File: src/rtl/hamming_secded_stream_decoder.sv
// Two-stage pipelined extended-Hamming SECDED decoder with a valid/ready stream and saturating SEC/DED counters.
// Optional feature macro SECDED_INJECT_EN adds inj_mask, which is XORed into in_code at capture.
module hamming_secded_stream_decoder #(
  parameter int DATA_W = 4,
  parameter int CNT_W  = 16,
  localparam int PAR_W = (DATA_W <= 1)   ? 2 :
                         (DATA_W <= 4)   ? 3 :
                         (DATA_W <= 11)  ? 4 :
                         (DATA_W <= 26)  ? 5 :
                         (DATA_W <= 57)  ? 6 :
                         (DATA_W <= 120) ? 7 : 8,
  localparam int CODE_W = DATA_W + PAR_W + 1
) (
  input  logic              clk,
  input  logic              rst,
  input  logic              in_valid,
  output logic              in_ready,
  input  logic [CODE_W-1:0] in_code,
`ifdef SECDED_INJECT_EN
  input  logic [CODE_W-1:0] inj_mask,
`endif
  output logic              out_valid,
  input  logic              out_ready,
  output logic [DATA_W-1:0] out_data,
  output logic              out_sec,
  output logic              out_ded,
  output logic [PAR_W:0]    out_syndrome,
  input  logic              cnt_clr,
  output logic [CNT_W-1:0]  sec_count,
  output logic [CNT_W-1:0]  ded_count
);

  // Handshake: a transfer happens on a rising edge where valid && ready.
  // Producers hold valid and payload stable until accepted; ready may depend
  // combinationally on downstream ready but valid never depends on ready.

  localparam logic [PAR_W:0] CODE_LIM = (PAR_W+1)'(CODE_W);

  // Hamming position of the k-th data bit: k-th non-power-of-two position.
  function automatic int data_pos(input int k);
    int n;
    int pos;
    n   = 0;
    pos = 0;
    for (int p = 3; p < CODE_W; p++) begin
      if ((p & (p - 1)) != 0) begin
        if (n == k) pos = p;
        n++;
      end
    end
    return pos;
  endfunction

  logic              r_s1_valid;
  logic [CODE_W-1:0] r_s1_code;
  logic [PAR_W-1:0]  r_s1_syn;
  logic              r_s1_f;

  logic              r_out_valid;
  logic [DATA_W-1:0] r_out_data;
  logic              r_out_sec;
  logic              r_out_ded;
  logic [PAR_W:0]    r_out_syn;
  logic [CNT_W-1:0]  r_sec_cnt;
  logic [CNT_W-1:0]  r_ded_cnt;

  logic              w_s2_adv;
  logic              w_s1_adv;
  logic              w_in_fire;
  logic              w_out_fire;
  logic [CODE_W-1:0] w_cap_code;
  logic [PAR_W-1:0]  w_syn;
  logic              w_par_f;
  logic              w_syn_nz;
  logic              w_in_range;
  logic              w_flip;
  logic              w_sec;
  logic              w_ded;
  logic [CODE_W-1:0] w_fix_code;
  logic [DATA_W-1:0] w_data;

  assign w_s2_adv   = !r_out_valid || out_ready;
  assign w_s1_adv   = !r_s1_valid || w_s2_adv;
  assign w_in_fire  = in_valid && w_s1_adv;
  assign w_out_fire = r_out_valid && out_ready;

  // Gated by rst so no handshake can be observed during a reset cycle.
  assign in_ready  = w_s1_adv && !rst;
  assign out_valid = r_out_valid && !rst;

`ifdef SECDED_INJECT_EN
  assign w_cap_code = in_code ^ inj_mask;
`else
  assign w_cap_code = in_code;
`endif

  always_comb begin
    w_syn = '0;
    for (int i = 1; i < CODE_W; i++) begin
      if (w_cap_code[i-1]) w_syn = w_syn ^ PAR_W'(i);
    end
  end

  assign w_par_f = ^w_cap_code;

  // Syndromes past the last real position only arise in shortened codes.
  assign w_syn_nz   = |r_s1_syn;
  assign w_in_range = {1'b0, r_s1_syn} < CODE_LIM;
  assign w_flip     = r_s1_f && w_syn_nz && w_in_range;
  assign w_sec      = r_s1_f && (!w_syn_nz || w_in_range);
  assign w_ded      = w_syn_nz && (!r_s1_f || !w_in_range);

  for (genvar gp = 1; gp < CODE_W; gp++) begin : g_fix
    assign w_fix_code[gp-1] = r_s1_code[gp-1] ^ (w_flip && (r_s1_syn == PAR_W'(gp)));
  end
  assign w_fix_code[CODE_W-1] = r_s1_code[CODE_W-1];

  for (genvar gk = 0; gk < DATA_W; gk++) begin : g_data
    assign w_data[gk] = w_fix_code[data_pos(gk) - 1];
  end

  always_ff @(posedge clk) begin
    if (rst) begin
      r_s1_valid  <= 1'b0;
      r_s1_code   <= '0;
      r_s1_syn    <= '0;
      r_s1_f      <= 1'b0;
      r_out_valid <= 1'b0;
      r_out_data  <= '0;
      r_out_sec   <= 1'b0;
      r_out_ded   <= 1'b0;
      r_out_syn   <= '0;
      r_sec_cnt   <= '0;
      r_ded_cnt   <= '0;
    end else begin
      if (w_s1_adv) begin
        r_s1_valid <= in_valid;
        if (w_in_fire) begin
          r_s1_code <= w_cap_code;
          r_s1_syn  <= w_syn;
          r_s1_f    <= w_par_f;
        end
      end
      if (w_s2_adv) begin
        r_out_valid <= r_s1_valid;
        if (r_s1_valid) begin
          r_out_data <= w_data;
          r_out_sec  <= w_sec;
          r_out_ded  <= w_ded;
          r_out_syn  <= {r_s1_f, r_s1_syn};
        end
      end
      // Clear takes priority over a coincident increment.
      if (cnt_clr) begin
        r_sec_cnt <= '0;
      end else if (w_out_fire && r_out_sec && (r_sec_cnt != '1)) begin
        r_sec_cnt <= r_sec_cnt + CNT_W'(1);
      end
      if (cnt_clr) begin
        r_ded_cnt <= '0;
      end else if (w_out_fire && r_out_ded && (r_ded_cnt != '1)) begin
        r_ded_cnt <= r_ded_cnt + CNT_W'(1);
      end
    end
  end

  assign out_data     = r_out_data;
  assign out_sec      = r_out_sec;
  assign out_ded      = r_out_ded;
  assign out_syndrome = r_out_syn;
  assign sec_count    = r_sec_cnt;
  assign ded_count    = r_ded_cnt;

endmodule

File: config.mk
export PLATFORM = sky130hd
export DESIGN_NAME = hamming_secded_stream_decoder
export DESIGN_NICKNAME = d
export VERILOG_FILES = /design/src/rtl/hamming_secded_stream_decoder.sv
export SDC_FILE = /design/constraint.sdc
export NUM_CORES = 1
export LEC_CHECK = 0
export ABC_AREA = 1
export CAP_MARGIN = 20
export CORE_MARGIN = 1
export CORE_UTILIZATION = 40
export CTS_CLUSTER_SIZE = 8
export DETAILED_ROUTE_END_ITERATION = 7
export PLACE_DENSITY = 0.64
export SETUP_SLACK_MARGIN = 0.3
export SLEW_MARGIN = 15
export SYNTH_ARGS = -nofsm -noshare
export SYNTH_HDL_FRONTEND = slang
export SYNTH_SLANG_ARGS = --single-unit
File: constraint.sdc
create_clock -name clk -period 1.7 [get_ports clk]
set_input_delay 0.34 -clock clk [delete_from_list [all_inputs] [get_ports clk]]
set_output_delay 0.34 -clock clk [all_outputs]
set_load 0.005 [all_outputs]
* Word-level counts from Yosys, hierarchy flattened
Index checks and enable logic that the tools add are counted.
Word-level totals: bits in registers 55, latch bits 0, RAM bits 0, ROM bits 0, output and inout bits 44, logic and storage cells 61, memories 0
Operators by class: add/sub/neg operators 2, multiply operators 0, div/mod/pow operators 0, order comparisons 0, equal/unequal tests 6, shifts and indexed selects 0, multiplexer cells 7, bitwise logic cells 10, reductions and logical operators 25
Operators by type and width (number):
- 16-bit by 1-bit adder with 16-bit output (second input constant) | 2
- 16-bit inequality test (second input constant) | 2
- 1-bit logical AND | 14
- 3-bit 2-to-1 mux | 4
- 3-bit == test (second input constant) | 3
- 8-bit parity | 1
- 2-bit NOT | 3
- 1-bit zero test | 4
- 2-bit 2-to-1 mux | 2
- 2-bit AND reduction | 2
- 1-bit bitwise XOR | 4
- 3-bit by 2-bit == test with 1-bit output (second input constant) | 1
- 3-bit NOT | 1
- 3-bit OR reduction | 1
- 1-bit logical OR | 2
- 1-bit NOT (first input constant) | 2
- 2-bit OR reduction | 1
- 1-bit 2-to-1 mux | 1

* Logic depth before layout (Yosys ltp)
depth after elaboration 11, mapped depth 10

* Worst setup path before layout
No wires, ideal clock.
kind flip-flop to flip-flop, from reg r_ded_cnt[0] (netlist: ded_count[0]), to reg r_ded_cnt[7] (netlist: ded_count[7]), setup time 0.115 ns, arrival time 1.264 ns, slack 0.321 ns, cell stages (with the launch flop) 10, path buffers 1, clock period less this slack 1.379 ns, cell sequence dfxtp_1 -> ha_1 -> inv_1 -> nor2_4 -> nand2_4 -> clkinv_4 -> nand3_4 -> buf_6 -> a21oi_1 -> nor2_1
On the way: word-level cells in the longest chain between the ends 2
RTL lines:
- from (decl) | line 65 | logic [CNT_W-1:0] r_ded_cnt;
- from (signal assigned) | line 162 | r_ded_cnt <= r_ded_cnt + CNT_W'(1);
- parallel branches: the longest is 2 deep, another holds 16-bit by 1-bit adder with 16-bit output
Parallel ways; which one is timed is not known. A chain may end at the register's enable or synchronous reset.

* Final worst setup path
from reg r_sec_cnt[1] (netlist: sec_count[1]), to reg r_sec_cnt[2] (netlist: sec_count[2])
On the way: word-level cells in the longest chain between the ends 2
RTL lines:
- from (decl) | line 64 | logic [CNT_W-1:0] r_sec_cnt;
- from (signal assigned) | line 157 | r_sec_cnt <= r_sec_cnt + CNT_W'(1);
- parallel branches: the longest is 2 deep, another holds 16-bit by 1-bit adder with 16-bit output
Parallel ways; which one is timed is not known.

==> qor.yml <==
final_layout:
  drive_gt1_share_pct: 38.2
  syn2layout_area_growth_pct: 56.0
  final_area_mm2: 0.00466
  num_antenna_cells: 0
  num-nets-final: 593
  final_common_cell: "nand2_1"
  layout_common_cells: "94 x nand2_1, 61 x nor2_1, 57 x buf_4"
clock_tree:
  cts_buffer_depth: 2
  clk_latency_ns: 0.31
  cts_sinks: 51
  tritoncts: "yes"
  htree_levels: 2
  cts.clk_slew.worst_paths_ns: 0.10
  numCtsBuffers: 5
  root_buffer: "clkbuf_8"
logic_synthesis:
  synth_area_mm2: 0.00298
  syn_avg_cell_area_um2: 6.54
  seq_area_frac_synth_pct: 34.2
  async_flop_share_pct: 0
  synthMuxAreaShare_pct: 0
  ys_types: 38
  synthFlopType: "dfxtp_1"
  synth-compound-area-share_pct: 8.81
  synth_edf_count: 0
  synth_xor_area_share_pct: 3.82
  synth_top_family_by_area: "simple AND/OR/NAND/NOR gates"
  netlist_instances: 456
  synth_adder_area_share_pct: 0.839
  ys_ff_latch: 51
  syn-num-nets: 471
  yosysWarnings: 0
  yosys.area_share.simple_pct: 42.2
detailed_routing:
  wl_per_cell_um: 12.1
  vias: 3268
  drc: 0
  ant_nets: 0
  drt-vias-per-instance: 4.82
  wirelength_um: 8220
  drt_iter0_drc: 84
  dr.pass1.iters: 4
global_routing:
  first_global_vias: 2876
  grt_max_degree: 18
  global_route.usage.total_pct: 20.4
  grt_overflow: 0
  antenna_found_initial: 0
  grt_pass1_wl_um: 12400
sta:
  slew_viol_final: 0
  worstMarginPinSlew_ns: 0.318
  min_period_over_period_pct: 83.5
  setup_viol: 0
  fmax_ghz: 0.705
  rsz0062_at_grt: "true"
  hold_viol_final: 0
  clock-skew-final_ns: 0.0129
  post-route-min-period_ns: 1.42
  maxSlewHeadroom_pct: 78.8
  worst_hold_slack_ns: 0.400
worst_setup_path:
  crit_type: "flip-flop to flip-flop"
  critPathLaunchType: "flip-flop"
  worstReg2RegStart: "sec_count[1]"
  critPathTopFamily: "simple AND/OR/NAND/NOR gates"
  crit_slowest_cell: "dfxtp_4"
  path_cells: "ha_4, nand2_4, nor2_4, nand2_2, nor2_4, nor2_4, buf_6, o21ai_2, nor2_1"
  r2r-end: "sec_count[2]"
  slowest_delay_ns: 0.39
  regToRegSetupSlack_ns: 0.28
  end_kind: "flip-flop"
  path_max_fanout: 6
  reg2reg_depth: 9
  cp_common_cell: "nor2_4"
  crit_required_ns: 1.91
  worstPathArrival_ns: 1.63
  worst-path-buf-inv: 1
placed_design:
  placed_cell_area_mm2: 0.00376
  port-buffer-count: 56
  place.gp.congestion: 0.883
  dp_hpwl_um: 5280
power_and_ir_drop:
  power_leakage_nw: 2.33
  power.density_mw_per_mm2: 518
  ir_worst_vdd_uv: 316
floorplanning:
  die_w_um: 88.4
  die_area_mm2: 0.00781
  num_rows: 31
  die_y_um: 88.4
  start_util_pct: 41.4
  core_mm2: 0.00721
  ioPinCount: 57
hold_path:
  worstHoldPathCells: 3
  holdCritPathClass: "input port to flip-flop"
  hold_end: "r_s1_code[6]"
  hp-start: "in_code[6]"
job:
  cap_violations: 0
outcome:
  outcome: "finished clean"
-- cell type report --
class	instances	area [µm²]
Inverter	63	258
Fill cell	668	2560
Clock buffer	6	82.6
Multi-Input combinational cell	336	2030
Sequential cell	51	1110
Timing Repair inverter	1	5.00
Tap cell	99	124
Clock inverter	2	35.0
Timing Repair Buffer	120	1010
-- worst register-to-register path, delay by kind of cell (launching register included) --
| family | cells | cell delay (ns) |
|---|---|---|
| flops | 1 | 0.39 |
| fa+ha+maj | 1 | 0.16 |
| simple gates | 6 | 0.53 |
| buf+inv | 1 | 0.13 |
| compound gates | 1 | 0.11 |
-- layer usage --
layer,GRT usage (%),routed length (µm),part of all wire [%],vias up
met1,24.7,3550,43,1508
met3,3.92,325,4.0,14
met4,6.60,140,1.7,0
met2,36.2,4210,51,76
met5,0,0,0,-
li1,-,-,-,1670
-- report_power, final --
part	total [mW]	leakage, nW	internal [mW]	switching [mW]
Clock	0.890	0.0612	0.477	0.413
Sequential	1.23	0.439	1.21	0.0244
Combinational	0.286	1.83	0.136	0.150
-- registers in the layout, indices dropped and copies added (netlist names) --
| register | count |
|---|---|
| ded_count | 16 |
| sec_count | 16 |
| out_data | 4 |
| r_s1_code | 4 |
| out_syndrome | 3 |
| r_s1_syn | 3 |
| out_ded | 1 |
| out_sec | 1 |
| r_out_valid | 1 |
| r_s1_f | 1 |
| r_s1_valid | 1 |
-- worst max path at each step --
stage | cells past startpoint | startpoint | to
finish | 9 | sec_count[1] | sec_count[2]
global placement | 6 | out_ready | in_ready
floorplan | 9 | ded_count[0] | ded_count[7]
CTS | 5 | r_out_valid | in_ready
detailed placement | 6 | out_ready | in_ready
global route | 10 | r_out_valid | ded_count[11]
-- metrics by stage --
step / setup TNS, ns / cells / util, % / power (mW) / setup slack (ns)
3_5_place_dp: -1.43 / 621 / 52.1 / 1.55 / -0.251
4_1_cts: 0 / 665 / 59.0 / 2.43 / 0.139
2_1_floorplan: 0 / 456 / - / 1.42 / 0.321
3_3_place_gp: -1.30 / 621 / 52.1 / 1.55 / -0.249
5_1_grt: 0 / 678 / 64.5 / 2.52 / 0.185
6_report: 0 / 678 / 64.5 / 2.41 / 0.281
-- cells by family (layout without fill, tap and decap cells) --
kind of cell / after synthesis / in the layout
xor gates and xnor gates: 13 / 13
and+or+nand+nor: 268 / 270
DFF: 51 / 51
AOI/OAI and AO/OA: 51 / 51
adders and majority gates: 2 / 2
buffers and inverters: 71 / 192
-- repair_timing --
item / CTS / global route
hold buffers: 0 / 0
resized for setup: 123 / 85
buffers inserted: 35 / 11
cloned: 1 / 2
setup endpoints to repair: 75 / 42
pin swaps: 12 / 38
-- cell usage after synthesis (all sizes together), types with 2 or more instances --
library cell	number	area [µm²]
xnor2	7	61.3
dfxtp	51	1020
nor2	94	419
clkinv	3	18.8
inv	60	225
buf	6	46.3
a21oi	27	139
o21ai	22	110
nor3	6	35.0
nand4	6	37.5
xor2	6	52.6
clkbuf	2	11.3
nand3	34	228
ha	2	25.0
nand2	123	502
Power figures use the tool's default switching activity.
